$ cat src/rtl/reg_write_buffer.sv
// In-order writeback buffer in front of the register file write port.
// Pending entries are visible to two read lookups; the newest matching entry wins.
module reg_write_buffer #(
    parameter int N     = 72,
    parameter int A     = 6,
    parameter int DEPTH = 4
) (
    input  logic                       clk,
    input  logic                       reset,
    input  logic                       wb_valid,
    output logic                       wb_ready,
    input  logic [A-1:0]               wb_addr,
    input  logic [N-1:0]               wb_data,
    output logic                       rf_wr_en,
    input  logic                       rf_wr_ready,
    output logic [A-1:0]               rf_wr_addr,
    output logic [N-1:0]               rf_wr_data,
    input  logic [A-1:0]               lk_addr1,
    input  logic [A-1:0]               lk_addr2,
    output logic                       lk_hit1,
    output logic                       lk_hit2,
    output logic [N-1:0]               lk_data1,
    output logic [N-1:0]               lk_data2,
    output logic [$clog2(DEPTH):0]     count
);

    localparam int PW = $clog2(DEPTH);
    localparam int CW = PW + 1;

    logic [A-1:0]  addrQ [DEPTH];
    logic [N-1:0]  dataQ [DEPTH];
    logic [PW-1:0] wrPtrQ, wrPtrD;
    logic [PW-1:0] rdPtrQ, rdPtrD;
    logic [CW-1:0] countQ, countD;

    logic full, empty, pushEn, popEn;

    // A full cycle never accepts a push, even if the head retires in that cycle.
    assign full   = (countQ == CW'(DEPTH));
    assign empty  = (countQ == '0);
    assign pushEn = wb_valid && !full;
    assign popEn  = !empty && rf_wr_ready;

    assign wb_ready   = !full;
    assign rf_wr_en   = !empty;
    assign rf_wr_addr = addrQ[rdPtrQ];
    assign rf_wr_data = dataQ[rdPtrQ];
    assign count      = countQ;

    always_comb begin
        wrPtrD = wrPtrQ;
        rdPtrD = rdPtrQ;
        countD = countQ;
        if (pushEn) begin
            wrPtrD = wrPtrQ + 1'b1;
        end
        if (popEn) begin
            rdPtrD = rdPtrQ + 1'b1;
        end
        case ({pushEn, popEn})
            2'b10:   countD = countQ + 1'b1;
            2'b01:   countD = countQ - 1'b1;
            default: countD = countQ;
        endcase
    end

    always_ff @(posedge clk or negedge reset) begin
        if (!reset) begin
            wrPtrQ <= '0;
            rdPtrQ <= '0;
            countQ <= '0;
        end else begin
            wrPtrQ <= wrPtrD;
            rdPtrQ <= rdPtrD;
            countQ <= countD;
        end
    end

    // Storage needs no reset: only slots covered by the count are ever observed.
    always_ff @(posedge clk) begin
        if (pushEn) begin
            addrQ[wrPtrQ] <= wb_addr;
            dataQ[wrPtrQ] <= wb_data;
        end
    end

    // Walk from oldest to newest so a later match overrides an earlier one.
    always_comb begin
        logic [PW-1:0] slot;
        slot     = '0;
        lk_hit1  = 1'b0;
        lk_hit2  = 1'b0;
        lk_data1 = '0;
        lk_data2 = '0;
        for (int i = 0; i < DEPTH; i++) begin
            slot = rdPtrQ + PW'(i);
            if (CW'(i) < countQ) begin
                if (addrQ[slot] == lk_addr1) begin
                    lk_hit1  = 1'b1;
                    lk_data1 = dataQ[slot];
                end
                if (addrQ[slot] == lk_addr2) begin
                    lk_hit2  = 1'b1;
                    lk_data2 = dataQ[slot];
                end
            end
        end
    end

endmodule

$ cat config.mk
export PLATFORM = sky130hd
export DESIGN_NAME = reg_write_buffer
export DESIGN_NICKNAME = d
export VERILOG_FILES = /design/src/rtl/reg_write_buffer.sv
export SDC_FILE = /design/constraint.sdc
export NUM_CORES = 1
export LEC_CHECK = 0
export BUFFER_PORTS_ARGS = -buffer_cell sky130_fd_sc_hd__buf_4
export CAP_MARGIN = 30
export CORE_MARGIN = 2
export CORE_UTILIZATION = 50
export DETAILED_ROUTE_END_ITERATION = 16
export PLACE_DENSITY = 0.71
export RECOVER_POWER = 50
export SLEW_MARGIN = 10
export SYNTH_ARGS = -nofsm -noshare
export SYNTH_HDL_FRONTEND = slang
export SYNTH_SLANG_ARGS = --single-unit
$ cat constraint.sdc
create_clock -name clk -period 11.4 [get_ports clk]
set_clock_uncertainty 0.15 [all_clocks]
set_input_delay 3.42 -clock clk [delete_from_list [all_inputs] [get_ports clk]]
set_output_delay 3.42 -clock clk [all_outputs]
set_load 0.01 [all_outputs]
==> summary.txt <==
Min path
  – Cells on Worst Hold Path: 2
  – Worst min-delay path class: reg2reg

Placement
  – Routability cong.: 0.9227
  – DP Worst Slack: 1.625 ns
  – Hpwl dp: 41.81 mm
  – Port Buffers: between 300 and 400

GRT
  – First-pass GRT wire length: approximately 110 mm
  – Met2 Use GR: 0.4917
  – GRT Overall Usage: 0.2917
  – Initial antenna violation count: 9
  – Largest net degree at the start of global routing: 229
  – GRT overflow: 0
  – Global Route met3 Usage: 0.05124
  – M1 GR Usage: 0.3665
  – Busiest grt layer: met2
  – Vias in the first global route: a little under 20,000

Clocking
  – Post-CTS Setup Inserts: 0
  – Root buf cell: clkbuf_16
  – Hold-fix buffers at CTS: 0
  – Worst-skew pair later-pin latency: between 0.5 and 0.6 ns
  – Post-CTS Resized: 0
  – CTS tree: yes
  – Clock Path Buffers: 3
  – Total clock sinks: approximately 320
  – Htree depth: 2
  – Cts bufs inserted: 38
  – Clock transition at path regs: around 0.050 ns

Logic synthesis
  – Post-synthesis register bit count: about 320
  – Seq/Total Area, Yosys: 0.4296
  – Yosys Warn Count: 0
  – EDFF count, synth: approximately 310
  – Async set-reset flop share out of synthesis: 0.02194
  – Unique masters post-synth: between 50 and 60
  – Syn Std Cell Area: 22,210 sq um
  – Post-synth top flop: edfxtp_1
  – Mapped Avg Cell Area: between 9 and 10 sq um
  – Mapped Cells: about 2,400
  – Net Count, Synth: ~2,500

Cells and area
  – Layout area overhead: 15.81%
  – Most common cell after layout, fill and taps aside: edfxtp_1
  – Most frequent cells in the layout: edfxtp_1 (312), nor2_1 (299), buf_4 (263), nand2_1 (216), a21oi_1 (211)
  – Layout cell share with drive strength beyond 1: 0.1735
  – Final net count: 2,649

Flow run
  – Max capacitance violation total: 2

Timing
  – Max_slew headroom: -0.2996
  – Final Hold Viols: 0
  – Final Cycle Share: 0.8656
  – Worst-Margin Slew: around 1.9 ns
  – WHS: 0.4727 ns
  – Total negative slack: 0 ns
  – Fmax: around 100 MHz
  – Final Max Slew Viols: 60
  – Worst Setup Slack, final: ~1.5 ns
  – Final setup viols: 0
  – RSZ-0062 raised after global routing: no
  – Post-route minimum period: slightly below 10 ns

Drt
  – Vias post-DR: slightly above 20,000
  – Number of remaining DRC errors: 0
  – DR pass1 iterations: 7
  – Final wirelength: roughly 70 mm
  – Vias per inst: between 6 and 7
  – DRT antenna net count: 0
  – WL/cell: between 20 and 25 microns
  – Iteration-0 DRC Markers: ~2,300

Status
  – Failing checks: max-capacitance violations, max-slew violations
  – Status: finished with violations

Power
  – Power density over cell area: roughly 270 nW/um^2
  – Static leakage: 9.205 nW
  – Max rail drop VDD: between 0.2 and 0.3 mV

Floorplanning
  – Die X: around 210 microns
  – Area of the core: 44,030 sq um
  – Rows: 77
  – DIE HEIGHT: around 210 microns
  – Die area: 46,130 sq um
  – Initial core utilization: 0.5045
  – I/O pin count: 323

Worst setup path
  – R2R depth: 6
  – CP Max Fanout: 26
  – Cell chain of the critical path: buf_4, clkinv_1, a2111oi_0, and4_2, buf_4, a311oi_1, o31ai_1, buf_4
  – Required @ worst endpoint: approximately 7.8 ns
  – Slowest-stage cell, CP: and4_2
  – CP Data Arrival Time: 6.30 ns
  – Top cell by count, worst path: buf_4
  – Startpoint class of the critical path: input port
  – Max incr delay on CP: 0.85 ns
  – Setup CP Type: in2out
  – CP Capture Type: output pin
-- cell families after synthesis --
| kind of cell | share of synthesized area |
|---|---|
| buf+inv | 0.04912 |
| simple gates | 0.1564 |
| flops | 0.4296 |
| compound gates | 0.2074 |
| xor+xnor | 0.01971 |
| mux | 0.1326 |
| fa+ha+maj | 0.005069 |
-- metal layers --
layer / share of wire / wire length (microns) / vias to the layer above
met1: 0.39 / 27450 / 9594
met2: 0.48 / 33340 / 1114
li1: - / - / 9218
met3: 0.091 / 6360 / 190
met5: 0.00059 / 41 / -
met4: 0.038 / 2677 / 8
-- state kept, by name, indices dropped and copies added, names as in the netlist --
signal / count
dataQ: 288
addrQ: 24
count: 3
rdPtrQ: 2
wrPtrQ: 2
-- synth_stat cells (all sizes together), types with 71 or more instances --
| cell type | n | area share |
|---|---|---|
| nor2b | 72 | 0.020 |
| mux2 | 93 | 0.047 |
| clkbuf | 125 | 0.021 |
| edfxtp | 312 | 0.42 |
| a21oi | 211 | 0.048 |
| nor3b | 71 | 0.024 |
| mux2i | 165 | 0.074 |
| buf | 105 | 0.026 |
| nor2 | 302 | 0.051 |
| o21ai | 165 | 0.037 |
| nand2 | 216 | 0.036 |
| a211oi | 111 | 0.038 |
-- stage by stage --
stage          instance area [sq um]  total power [mW]    util  cells
4_1_cts                        25880             6.815  0.5879   3157
6_report                       25720             6.878  0.5843   3169
3_5_place_dp                   24730             5.658  0.5618   3092
5_1_grt                        25720             7.282  0.5842   3167
3_3_place_gp                   24710             5.552  0.5611   3091
2_1_floorplan                  22210             4.415       -   2377
-- final timing paths --
kind                                  start            to  slack [ns]
worst max register to register     count[0]  dataQ[1][49]        7.34
max in group asynchronous             reset     rdPtrQ[0]        8.16
worst max-delay path            lk_addr2[0]  lk_data2[60]        1.53
min in group asynchronous             reset     rdPtrQ[1]        2.62
worst min-delay path               count[1]      count[1]        0.47
worst min register to register     count[1]      count[1]        0.47
-- critical path, delay by kind of cell --
| kind | cells | cell delay, ns |
|---|---|---|
| simple gates | 1 | 0.85 |
| compound gates | 3 | 1.02 |
| buf+inv | 4 | 0.97 |
-- area by class of cell --
type	count	area [sq um]
well taps	592	740.7
flip-flops and latches	319	9552
repair buffers	359	2604
clock inverters	19	147.6
clock buffers	46	1002
inverters	10	45.04
multi-input cells	1818	11620
diodes	6	15.01
fillers	3804	18300
-- power breakdown --
| part | internal, mW | total (mW) | switching, mW |
|---|---|---|---|
| logic | 1.58 | 4.04 | 2.46 |
| registers | 1.56 | 1.69 | 0.132 |
| clock network | 0.669 | 1.15 | 0.480 |
Power figures use the tool's default switching activity.
